==> config.mk <==
export PLATFORM = sky130hd
export DESIGN_NAME = imm_ext_pipe
export DESIGN_NICKNAME = d
export VERILOG_FILES = /design/src/rtl/imm_pkg.sv /design/src/rtl/imm_skid.sv /design/src/rtl/imm_ext_pipe.sv
export SDC_FILE = /design/constraint.sdc
export NUM_CORES = 1
export LEC_CHECK = 0
export CAP_MARGIN = 20
export CORE_MARGIN = 5
export CORE_UTILIZATION = 56
export CTS_BUF_LIST = sky130_fd_sc_hd__clkbuf_2 sky130_fd_sc_hd__clkbuf_4 sky130_fd_sc_hd__clkbuf_8
export CTS_CLUSTER_SIZE = 40
export DETAILED_ROUTE_END_ITERATION = 8
export GPL_ROUTABILITY_DRIVEN = 0
export PLACE_DENSITY = 0.95
export SLEW_MARGIN = 30
export SYNTH_ARGS = -nofsm -noshare
export SYNTH_HDL_FRONTEND = slang
export SYNTH_SLANG_ARGS = --single-unit
export TNS_END_PERCENT = 5
==> constraint.sdc <==
create_clock -name clk -period 3.1 [get_ports clk]
set_input_delay 0.62 -clock clk [delete_from_list [all_inputs] [get_ports clk]]
set_output_delay 0.62 -clock clk [all_outputs]
set_load 0.01 [all_outputs]
==> src/rtl/imm_pkg.sv <==
// Shared immediate types and the RISC-V immediate extraction function.
// imm_extend works on the 25-bit field instr[31:7] and yields a 32-bit value plus an illegal flag.
package imm_pkg;

    localparam int unsigned IMM_W  = 25;
    localparam int unsigned SRC_W  = 3;
    localparam int unsigned BASE_W = 32;

    typedef enum logic [SRC_W-1:0] {
        IMM_I = 3'd0,
        IMM_S = 3'd1,
        IMM_B = 3'd2,
        IMM_U = 3'd3,
        IMM_J = 3'd4
    } imm_src_t;

    typedef struct packed {
        logic              err;
        logic [BASE_W-1:0] imm;
    } imm_res_t;

    function automatic imm_res_t imm_extend(input logic [IMM_W-1:0] in_imm,
                                            input logic [SRC_W-1:0] in_src);
        logic [BASE_W-1:0] instr;
        imm_res_t          res;
        instr = {in_imm, 7'b0};
        res   = '0;
        case (in_src)
            IMM_I:   res.imm = {{20{instr[31]}}, instr[31:20]};
            IMM_S:   res.imm = {{20{instr[31]}}, instr[31:25], instr[11:7]};
            IMM_B:   res.imm = {{19{instr[31]}}, instr[31], instr[7], instr[30:25],
                                instr[11:8], 1'b0};
            IMM_U:   res.imm = {instr[31:12], 12'b0};
            IMM_J:   res.imm = {{11{instr[31]}}, instr[31], instr[19:12], instr[20],
                                instr[30:21], 1'b0};
            default: res.err = 1'b1;
        endcase
        return res;
    endfunction

endpackage

==> src/rtl/imm_skid.sv <==
// Two-entry skid buffer: output register plus one overflow entry, strict FIFO order.
// in_ready is a flop so upstream never sees a combinational path from out_ready.
module imm_skid #(
    parameter int unsigned W = 33
) (
    input  logic         clk,
    input  logic         reset,
    input  logic         in_valid,
    output logic         in_ready,
    input  logic [W-1:0] in_data,
    output logic         out_valid,
    input  logic         out_ready,
    output logic [W-1:0] out_data
);

    typedef enum logic [1:0] {
        EMPTY = 2'd0,
        ONE   = 2'd1,
        FULL  = 2'd2
    } occ_t;

    occ_t         state;
    occ_t         state_nxt;
    logic [W-1:0] skid_data;
    logic         load_out;
    logic         load_skid;
    logic         pop_skid;
    logic         in_xfer_c;
    logic         out_xfer_c;

    assign in_xfer_c  = in_valid && in_ready;
    assign out_xfer_c = out_valid && out_ready;

    // Occupancy transitions and which register captures data this cycle.
    always_comb begin
        state_nxt = state;
        load_out  = 1'b0;
        load_skid = 1'b0;
        pop_skid  = 1'b0;
        case (state)
            EMPTY: begin
                if (in_xfer_c) begin
                    state_nxt = ONE;
                    load_out  = 1'b1;
                end
            end
            ONE: begin
                if (in_xfer_c && out_xfer_c) begin
                    load_out = 1'b1;
                end else if (in_xfer_c) begin
                    state_nxt = FULL;
                    load_skid = 1'b1;
                end else if (out_xfer_c) begin
                    state_nxt = EMPTY;
                end
            end
            FULL: begin
                if (out_xfer_c) begin
                    state_nxt = ONE;
                    pop_skid  = 1'b1;
                end
            end
            default: state_nxt = EMPTY;
        endcase
    end

    always_ff @(posedge clk) begin
        if (reset) begin
            state     <= EMPTY;
            in_ready  <= 1'b1;
            out_valid <= 1'b0;
            out_data  <= '0;
            skid_data <= '0;
        end else begin
            state     <= state_nxt;
            in_ready  <= (state_nxt != FULL);
            out_valid <= (state_nxt != EMPTY);
            if (load_out) begin
                out_data <= in_data;
            end else if (pop_skid) begin
                out_data <= skid_data;
            end
            if (load_skid) begin
                skid_data <= in_data;
            end
        end
    end

endmodule

==> src/rtl/imm_ext_pipe.sv <==
// Pipelined immediate extender: decode immediate field -> XLEN value through a skid buffer.
// Tracks a sticky flag for any illegal immediate type accepted at the input.
module imm_ext_pipe
    import imm_pkg::*;
#(
    parameter int unsigned XLEN = 32
) (
    input  logic             clk,
    input  logic             reset,
    input  logic             in_valid,
    output logic             in_ready,
    input  logic [IMM_W-1:0] in_imm,
    input  logic [SRC_W-1:0] in_src,
    output logic             out_valid,
    input  logic             out_ready,
    output logic [XLEN-1:0]  out_imm,
    output logic             out_err,
    output logic             err_sticky
);

    localparam int unsigned PAY_W = XLEN + 1;

    imm_res_t         ext_c;
    logic [XLEN-1:0]  imm_wide_c;
    logic [PAY_W-1:0] pay_in_c;
    logic [PAY_W-1:0] pay_out_c;

    assign ext_c      = imm_extend(in_imm, in_src);
    // Widen by replicating bit 31 of the 32-bit form.
    assign imm_wide_c = XLEN'($signed(ext_c.imm));
    assign pay_in_c   = {ext_c.err, imm_wide_c};
    assign out_err    = pay_out_c[PAY_W-1];
    assign out_imm    = pay_out_c[XLEN-1:0];

    imm_skid #(
        .W (PAY_W)
    ) u_skid (
        .clk       (clk),
        .reset     (reset),
        .in_valid  (in_valid),
        .in_ready  (in_ready),
        .in_data   (pay_in_c),
        .out_valid (out_valid),
        .out_ready (out_ready),
        .out_data  (pay_out_c)
    );

    always_ff @(posedge clk) begin
        if (reset) begin
            err_sticky <= 1'b0;
        end else if (in_valid && in_ready && ext_c.err) begin
            err_sticky <= 1'b1;
        end
    end

endmodule

Yosys cells after proc, flatten, opt, wreduce, memory -nomap -nowiden
Index checks and enable logic that the tools add are counted.

storage, ports and cells
  bits in latches = 0
  input port bits = 32
  memories kept = 0
  ROM bits = 0
  register bits after elaboration = 71
  RAM bits = 0
  output and inout bits = 36
  word-level logic and storage cells = 39

cells by class
  reductions and logical operators = 9
  divide/modulo/power cells = 0
  order comparisons = 0
  bitwise logic cells = 0
  mux-type cells = 17
  $add $sub $neg = 0
  shift-type cells = 0
  $mul = 0
  equal/unequal tests = 7

operators with widths
  kind                count
  $pmux 32 s5         1
  $mux 33             2
  $mux 2              5
  $mux 1              7
  $eq 3x2->1 const B  2
  $pmux 2 s3          1
  $reduce_or 5->1     1
  $logic_and 1x1->1   4
  $reduce_bool 2->1   2
  $eq 3x1->1 const B  1
  $eq 3x3->1 const B  1
  $logic_not 3->1     1
  $eq 2x1->1 const B  1
  $eq 2x2->1 const B  1
  $logic_not 2->1     1
  $ne 2x2->1 const B  1
  $pmux 1 s2          1

Longest topological paths before layout
Gate-level depths: netlist of the first run.

  word-level depth = 6
  mapped depth = 7
  mapped depth without buffers = 4

Cells and area by module
From an unflattened synthesis of the first run, not the netlist that was laid out.

unflattened totals
  cells, all modules = 445
  area, all modules = 3550.9 sq um

by module, submodules not included
  module        sequential area each (sq um)  cells each  area an instance (sq um)  times used
  imm_skid      1401.3                        359         2952.8                    1
  imm_ext_pipe  20.0                          86          598.1                     1

Worst setup path before layout of the first run
No wires, ideal clock.

  path type = in2reg
  start = in in_src[2]
  end = reg u_skid.skid_data[22]
  data arrival time = 1695 ps
  cell stages on the path = 6
  library setup time = 81 ps
  path slack = 1325 ps
  buffers on the path = 2
  required time = 3019 ps
  path through = clkbuf_1 -> o21ai_0 -> and3_1 -> clkbuf_1 -> a21oi_1 -> a211oi_2

on the way
  cells in the longest elaborated chain, start to end = 2
  elaborated cells on any way between the ends = 6
  classes of those cells = 4 x eq/ne; 1 x mux; 1 x reduce/logical

ends and longest elaborated chain
  element                             line                text
  from (decl)                         imm_ext_pipe.sv:13  input logic [SRC_W-1:0] in_src,
  $eq 3x3->1 (tied with other cells)  imm_pkg.sv:28       case (in_src)
  $pmux 32 s5 (*)                     imm_pkg.sv:28
  to (signal assigned)                imm_skid.sv:84      skid_data <= in_data;
  to (decl)                           imm_skid.sv:24      logic [W-1:0] skid_data;

Mark *: on every way between the ends. The rest lies on a longest branch, timed or not.
A chain may end at the register's enable or synchronous reset.

Final worst setup path of the first run
  start = in in_src[2]
  end = reg u_skid.skid_data[23]

Same word-level chain as after synthesis.

==> results of run 1 <==
-- metal layers --
metal  GRT usage, %  wire, um  up-vias
li1               -         -     1284
met1           28.8      3280     1310
met2           38.0      3890      139
met3           6.81       672       16
met4           10.1       170        0
met5              0         0        -
-- tightest hold or removal path, delay by kind of cell (launching register included) --
| kind | cells | cell delay [ns] |
|---|---|---|
| and+or+nand+nor | 1 | 0.05 |
| DFF | 1 | 0.31 |
| AOI/OAI and AO/OA | 1 | 0.05 |
-- cells in the mapped netlist (5+ instances only) --
master and n:
clkbuf_1 10, o2bb2ai_1 10, a21oi_1 34, nand2_1 15, nor2_1 24, mux2i_1 26
a22o_1 6, dfxtp_1 71, a211oi_1 8, o22ai_1 23, a211oi_2 10, nor3b_1 5
nand2b_1 5, buf_2 8, nand3b_1 7
-- power groups by stage --
| stage | sequential [mW] | combinational [mW] | clock [mW] |
|---|---|---|---|
| final | 1.02 | 0.400 | 0.754 |
| after global routing | 1.03 | 0.432 | 0.810 |
| after CTS | 1.02 | 0.399 | 0.758 |
| after detailed placement | 1.04 | 0.396 | 0 |
| after global placement | 1.04 | 0.381 | 0 |
| after floorplan | 1.05 | 0.221 | 0 |
-- through the flow --
stage | hold WS, ns | instances
4_1_cts | 0.461 | 449
3_3_place_gp | 0.441 | 433
2_1_floorplan | 0.432 | 313
6_report | 0.460 | 449
5_1_grt | 0.484 | 449
3_5_place_dp | 0.447 | 433
-- flip-flops by register name, summed over array words and instances (netlist names) --
register / cells
u_skid.out_valid: 1
u_skid.state: 2
u_skid.out_data: 33
err_sticky: 1
u_skid.skid_data: 33
u_skid.in_ready: 1
-- layout make-up --
cell class	instances	area (sq um)
Multi-Input combinational cell	212	1470
Sequential cell	71	1420
Tap cell	70	87.6
Inverter	3	11.3
Clock buffer	10	131
Clock inverter	6	70.1
Fill cell	355	1230
Timing Repair Buffer	77	746
-- cell families (layout without fill, tap and decap cells) --
group / Yosys count / in the layout / share of synthesized area [%]
AOI/OAI and AO/OA: 108 / 108 / 25.7
and+or+nand+nor: 78 / 78 / 14.3
muxes: 26 / 26 / 8.57
buffers and inverters: 30 / 96 / 4.70
DFF: 71 / 71 / 46.8
-- path summary, 6_finish.rpt --
kind | start | endpoint | slack, ns | cells after the start
worst max register to register | u_skid.state[0] | u_skid.skid_data[8] | 1.31 | 4
worst min register to register | u_skid.skid_data[0] | u_skid.skid_data[0] | 0.46 | 2
worst max-delay path | in_src[2] | u_skid.skid_data[23] | 0.93 | 5
worst min-delay path | u_skid.skid_data[0] | u_skid.skid_data[0] | 0.46 | 2
==> out/metrics.csv, run 1 <==
stage;metric;value;unit
setup_path;CP peak stage delay;0.67;ns
sta;final setup margin;0.929;ns
placed_design;hpwl dp;5.60;mm
finish;share of cells above drive strength 1;11.1;%
logic_synthesis;EDFF count, synth;0;
sta;setup TNS;0;ns
logic_synthesis;Yosys cell types;43;
logic_synthesis;prevailing post-synth register cell;dfxtp_1;
hold_path;worst min path class;reg -> reg;
floorplan;Ports;68;
global_route;initial antenna violation count;0;
setup_path;Critical Path Start Type;input port;
logic_synthesis;Synth Instances;313;
power;Clk pwr share;34.6;%
floorplan;Vert. Die Dim;83.6;um
logic_synthesis;Async SR Flop Fraction;0;%
setup_path;Worst Setup End Kind;flop;
run_status;outcome;finished, final reports clean;
detailed_routing;DRT Pass-1 Iters;5;
setup_path;CP Buf/Inv Count;1;
power;Int Pwr;1.56;mW
setup_path;worst-path cell chain;clkdlybuf4s50_1 > o21ai_0 > and3_1 > a21oi_1 > a211oi_2;
clock_tree;Skew-Pair Late Insertion Delay;0.35;ns
finish;Design Area, Final;0.00394;sq mm
global_route;first-pass GRT wire length;13.3;mm
logic_synthesis;Synthesized Nets;345;
logic_synthesis;Synth warnings;0;
detailed_routing;Via-to-Cell Ratio;6.12;
global_route;GR Util All Layers;23.4;%
clock_tree;CTS tree;yes;
sta;skew final;0.00774;ns
power;overall power;2.18;mW
floorplan;core area;0.00517;sq mm
setup_path;Top Family by Delay on Critical Path;compound AO/OA/AOI/OAI gates;
setup_path;critical path's slowest cell;clkdlybuf4s50_1;
power;power share of the sequential group;47.0;%
flow_run;max cap viols;0;
setup_path;Crit Path Category;in -> reg;
placed_design;dpl cell area;0.00374;sq mm
power;Psw;0.622;mW
floorplan;Die ar.;0.00700;sq mm
detailed_routing;drt wl/cell;17.8;um
clock_tree;post-cts sizing count;0;
clock_tree;CTS sink cnt;71;
logic_synthesis;Mapped Area;0.00304;sq mm
floorplan;die width;83.6;um
logic_synthesis;synthesis-stage register bit count;71;
clock_tree;TritonCTS buffer count;9;
detailed_routing;final WL;8.01;mm
finish;diode count;0;
sta;Max Fclk;0.461;GHz
sta;Final Hold Fails;0;
setup_path;Crit Path Max Fanout;18;
logic_synthesis;post-synth top area cell;dfxtp_1;
clock_tree;H-Tree Depth;3;
logic_synthesis;share of Yosys cell area claimed by the top area cell type;46.8;%
logic_synthesis;sequential element share of the synthesized area;46.8;%
power;pwr dens;553;mW/mm^2
logic_synthesis;ranking of synthesized cells by area;dfxtp_1 (47%), mux2i_1 (8.6%), a21oi_1 (5.6%), o22ai_1 (4.7%), a211oi_2 (4.1%);
sta;Slew HR;58.1;%
global_route;largest net degree at the start of global routing;35;
power;Sw Ratio;28.6;%
clock_tree;clock buffer depth;2;
sta;Slew Limit Fails;0;
clock_tree;setup bufs post-CTS;0;
setup_path;critical path arrival;2.44;ns
detailed_routing;DR vias;2749;
detailed_routing;DRC Markers;0;
placed_design;IO Port Bufs;67;
logic_synthesis;Syn Area/Cell;9.70;sq um
sta;Final setup viols;0;
power;Comb pwr share;18.4;%
global_route;total global routing overflow;0;
finish;most frequent cells in the layout;dfxtp_1 (71), clkdlybuf4s50_1 (67), a21oi_1 (34);
sta;post-layout min period;2.17;ns
sta;RSZ-0062 raised after global routing;no;
floorplan;initial core utilization;58.7;%
clock_tree;Clock Tree Root;clkbuf_8;
clock_tree;hold_buf cts;0;
sta;actual slew at the worst max-slew pin;0.624;ns
power;Lkg Pwr;1.53;nW
floorplan;FP Rows;26;
finish;Final Core Density;76.2;%
finish;commonest non-fill, non-tap cell in the layout;dfxtp_1;
global_route;vias in the first global route;2804;
setup_path;Critical Path RT;3.37;ns
sta;Final Cycle Share;70.0;%
finish;Area growth, synth to finish;29.7;%
clock_tree;Clock transition at path regs;0.08;ns
power;worst IR drop on VDD;0.338;mV
placed_design;dpl ws;0.572;ns
finish;fin nets;406;
detailed_routing;post-route ant nets;0;
detailed_routing;drt initial violations;272;
No activity file was read; power rests on OpenSTA's default activity.
==> run 2: changes to the inputs <==
CORE_UTILIZATION = 52   (was 56)
PLACE_DENSITY = 0.89   (was 0.95)
clock period = 2 ns   (was 3.1 ns; I/O delays follow)
==> run 2 against run 1 <==
Final cell count grew 4.5%; via count grew 2.1%; highest routed layer unchanged; critical endpoint is now u_skid.out_data[8]; clock power grew 54%; non-clock buffer count grew 18.
==> out/metrics.csv, run 2 (same netlist as run 1, synthesis figures left out) <==
stage;metric;value;unit;change
clock_tree;clock buffer depth;2;;unchanged
finish;biggest regs;u_skid.out_data (33), u_skid.skid_data (33), u_skid.state (2);;unchanged
clock_tree;Skew-Pair Late Insertion Delay;0.34;ns;was 0.35 ns
clock_tree;Clock Tree Root;clkbuf_8;;unchanged
setup_path;critical path's slowest cell;clkdlybuf4s50_1;;unchanged
clock_tree;hold_buf cts;0;;unchanged
sta;Max Fclk;0.558;GHz;
power;overall power;3.42;mW;was 2.18 mW
clock_tree;CTS tree;yes;;unchanged
floorplan;Vert. Die Dim;86.4;um;was 83.6 um
detailed_routing;Via-to-Cell Ratio;5.98;;was 6.12
detailed_routing;final WL;8.17;mm;was 8.01 mm
finish;Design Area, Final;0.00413;sq mm;was 0.00394 sq mm
setup_path;CP peak stage delay;0.52;ns;was 0.67 ns
setup_path;Worst Setup End Kind;flop;;unchanged
power;pwr dens;829;mW/mm^2;was 553 mW/mm^2
global_route;total global routing overflow;0;;unchanged
setup_path;Crit Path Max Fanout;4;;was 18
setup_path;Crit Path Category;in -> reg;;unchanged
sta;RSZ-0062 raised after global routing;no;;unchanged
detailed_routing;post-route ant nets;0;;unchanged
clock_tree;post-cts sizing count;0;;unchanged
clock_tree;CTS sink cnt;71;;unchanged
sta;post-layout min period;1.79;ns;
floorplan;Ports;68;;unchanged
finish;diode count;0;;unchanged
sta;Final setup viols;0;;unchanged
sta;Final Cycle Share;89.6;%;
setup_path;Critical Path Start Type;input port;;unchanged
global_route;largest net degree at the start of global routing;27;;was 35
detailed_routing;DR vias;2806;;was 2749
sta;actual slew at the worst max-slew pin;0.558;ns;was 0.624 ns
placed_design;IO Port Bufs;67;;unchanged
sta;Final Hold Fails;0;;unchanged
finish;fin nets;424;;was 406
sta;final setup margin;0.208;ns;was 0.929 ns
power;worst IR drop on VDD;0.562;mV;was 0.338 mV
sta;Slew HR;62.8;%;was 58.1%
hold_path;worst min path class;reg -> reg;;unchanged
detailed_routing;DRT Pass-1 Iters;4;;was 5
finish;Area growth, synth to finish;35.9;%;was 29.7%
global_route;vias in the first global route;2871;;was 2804
sta;setup TNS;0;ns;unchanged
global_route;GR Util All Layers;22.9;%;was 23.4%
floorplan;core area;0.00561;sq mm;was 0.00517 sq mm
finish;post-route insts no fill;469;;was 449
finish;Fill cells;412;;was 355
floorplan;Die ar.;0.00747;sq mm;was 0.00700 sq mm
global_route;first-pass GRT wire length;13.7;mm;was 13.3 mm
clock_tree;setup bufs post-CTS;0;;unchanged
setup_path;CP Buf/Inv Count;3;;was 1
floorplan;FP Rows;27;;was 26
placed_design;Placed Cells;453;;was 433
finish;share of cells above drive strength 1;15.1;%;was 11.1%
sta;skew final;0.00556;ns;was 0.00774 ns
clock_tree;TritonCTS buffer count;9;;unchanged
setup_path;Critical Path RT;2.23;ns;was 3.37 ns
placed_design;dpl ws;-0.139;ns;was 0.572 ns
detailed_routing;drt wl/cell;17.4;um;was 17.8 um
power;Lkg Pwr;1.64;nW;was 1.53 nW
setup_path;R2R Setup Slk;0.27;ns;was 1.31 ns
setup_path;Critical Path Most Common Cell;buf_4;;
global_route;initial antenna violation count;0;;unchanged
setup_path;Top Family by Delay on Critical Path;buffers and inverters;;was compound AO/OA/AOI/OAI gates
placed_design;dpl cell area;0.00393;sq mm;was 0.00374 sq mm
clock_tree;Clock transition at path regs;0.07;ns;was 0.08 ns
clock_tree;H-Tree Depth;3;;unchanged
finish;commonest non-fill, non-tap cell in the layout;dfxtp_1;;unchanged
setup_path;worst-path cell chain;clkdlybuf4s50_1 > buf_4 > nand2_1 > nor3b_1 > nor3_1 > buf_4 > a221o_1;;was clkdlybuf4s50_1 > o21ai_0 > and3_1 > a21oi_1 > a211oi_2
placed_design;hpwl dp;5.83;mm;was 5.60 mm
setup_path;critical path arrival;2.03;ns;was 2.44 ns
run_status;outcome;finished, final reports clean;;unchanged
finish;most frequent cells in the layout;dfxtp_1 (71), clkdlybuf4s50_1 (67), a21oi_1 (34);;unchanged
sta;Slew Limit Fails;0;;unchanged
flow_run;max cap viols;0;;unchanged
detailed_routing;DRC Markers;0;;unchanged
detailed_routing;drt initial violations;184;;was 272
floorplan;initial core utilization;54.1;%;was 58.7%
floorplan;die width;86.4;um;was 83.6 um
-- run 2: tightest hold or removal path, stage by stage (launching register included) --
cell and delay, ns:
dfxtp_1 0.31, nand2_1 0.05, a21oi_1 0.05
-- run 2: routing by layer --
layer / part of all wire [%] / wire, um / global-route usage (%)
met1: 42 / 3460 / 28.8
met5: 0 / 0 / 0
met3: 5.2 / 425 / 4.47
met4: 2.6 / 211 / 10.6
met2: 50 / 4070 / 37.7
-- run 2: cell type report --
cell class | count | area, sq um | area share, %
repair buffers | 95 | 931 | 22.6
multi-input cells | 212 | 1470 | 35.7
clock buffers | 11 | 145 | 3.52
clock inverters | 5 | 56.3 | 1.36
inverters | 3 | 11.3 | 0.273
well taps | 72 | 90.1 | 2.18
flip-flops and latches | 71 | 1420 | 34.4
-- run 2: worst paths after layout --
| path | from | end | cells after the start |
|---|---|---|---|
| worst max-delay path | out_ready | u_skid.out_data[8] | 7 |
| worst min-delay path | u_skid.skid_data[32] | u_skid.skid_data[32] | 2 |
| worst max register to register | u_skid.state[0] | u_skid.skid_data[5] | 4 |
| worst min register to register | u_skid.skid_data[32] | u_skid.skid_data[32] | 2 |
-- run 2: through the flow --
stage / hold WS (ns) / util (%)
after floorplan: 0.432 / -
after CTS: 0.462 / 73.6
after detailed placement: 0.450 / 70.0
final: 0.462 / 73.6
after global placement: 0.445 / 70.0
after global routing: 0.482 / 73.6
-- run 2: report_power, final --
group	internal [mW]	switching, mW
logic	0.347	0.333
clock network	0.624	0.533
registers	1.52	0.0686
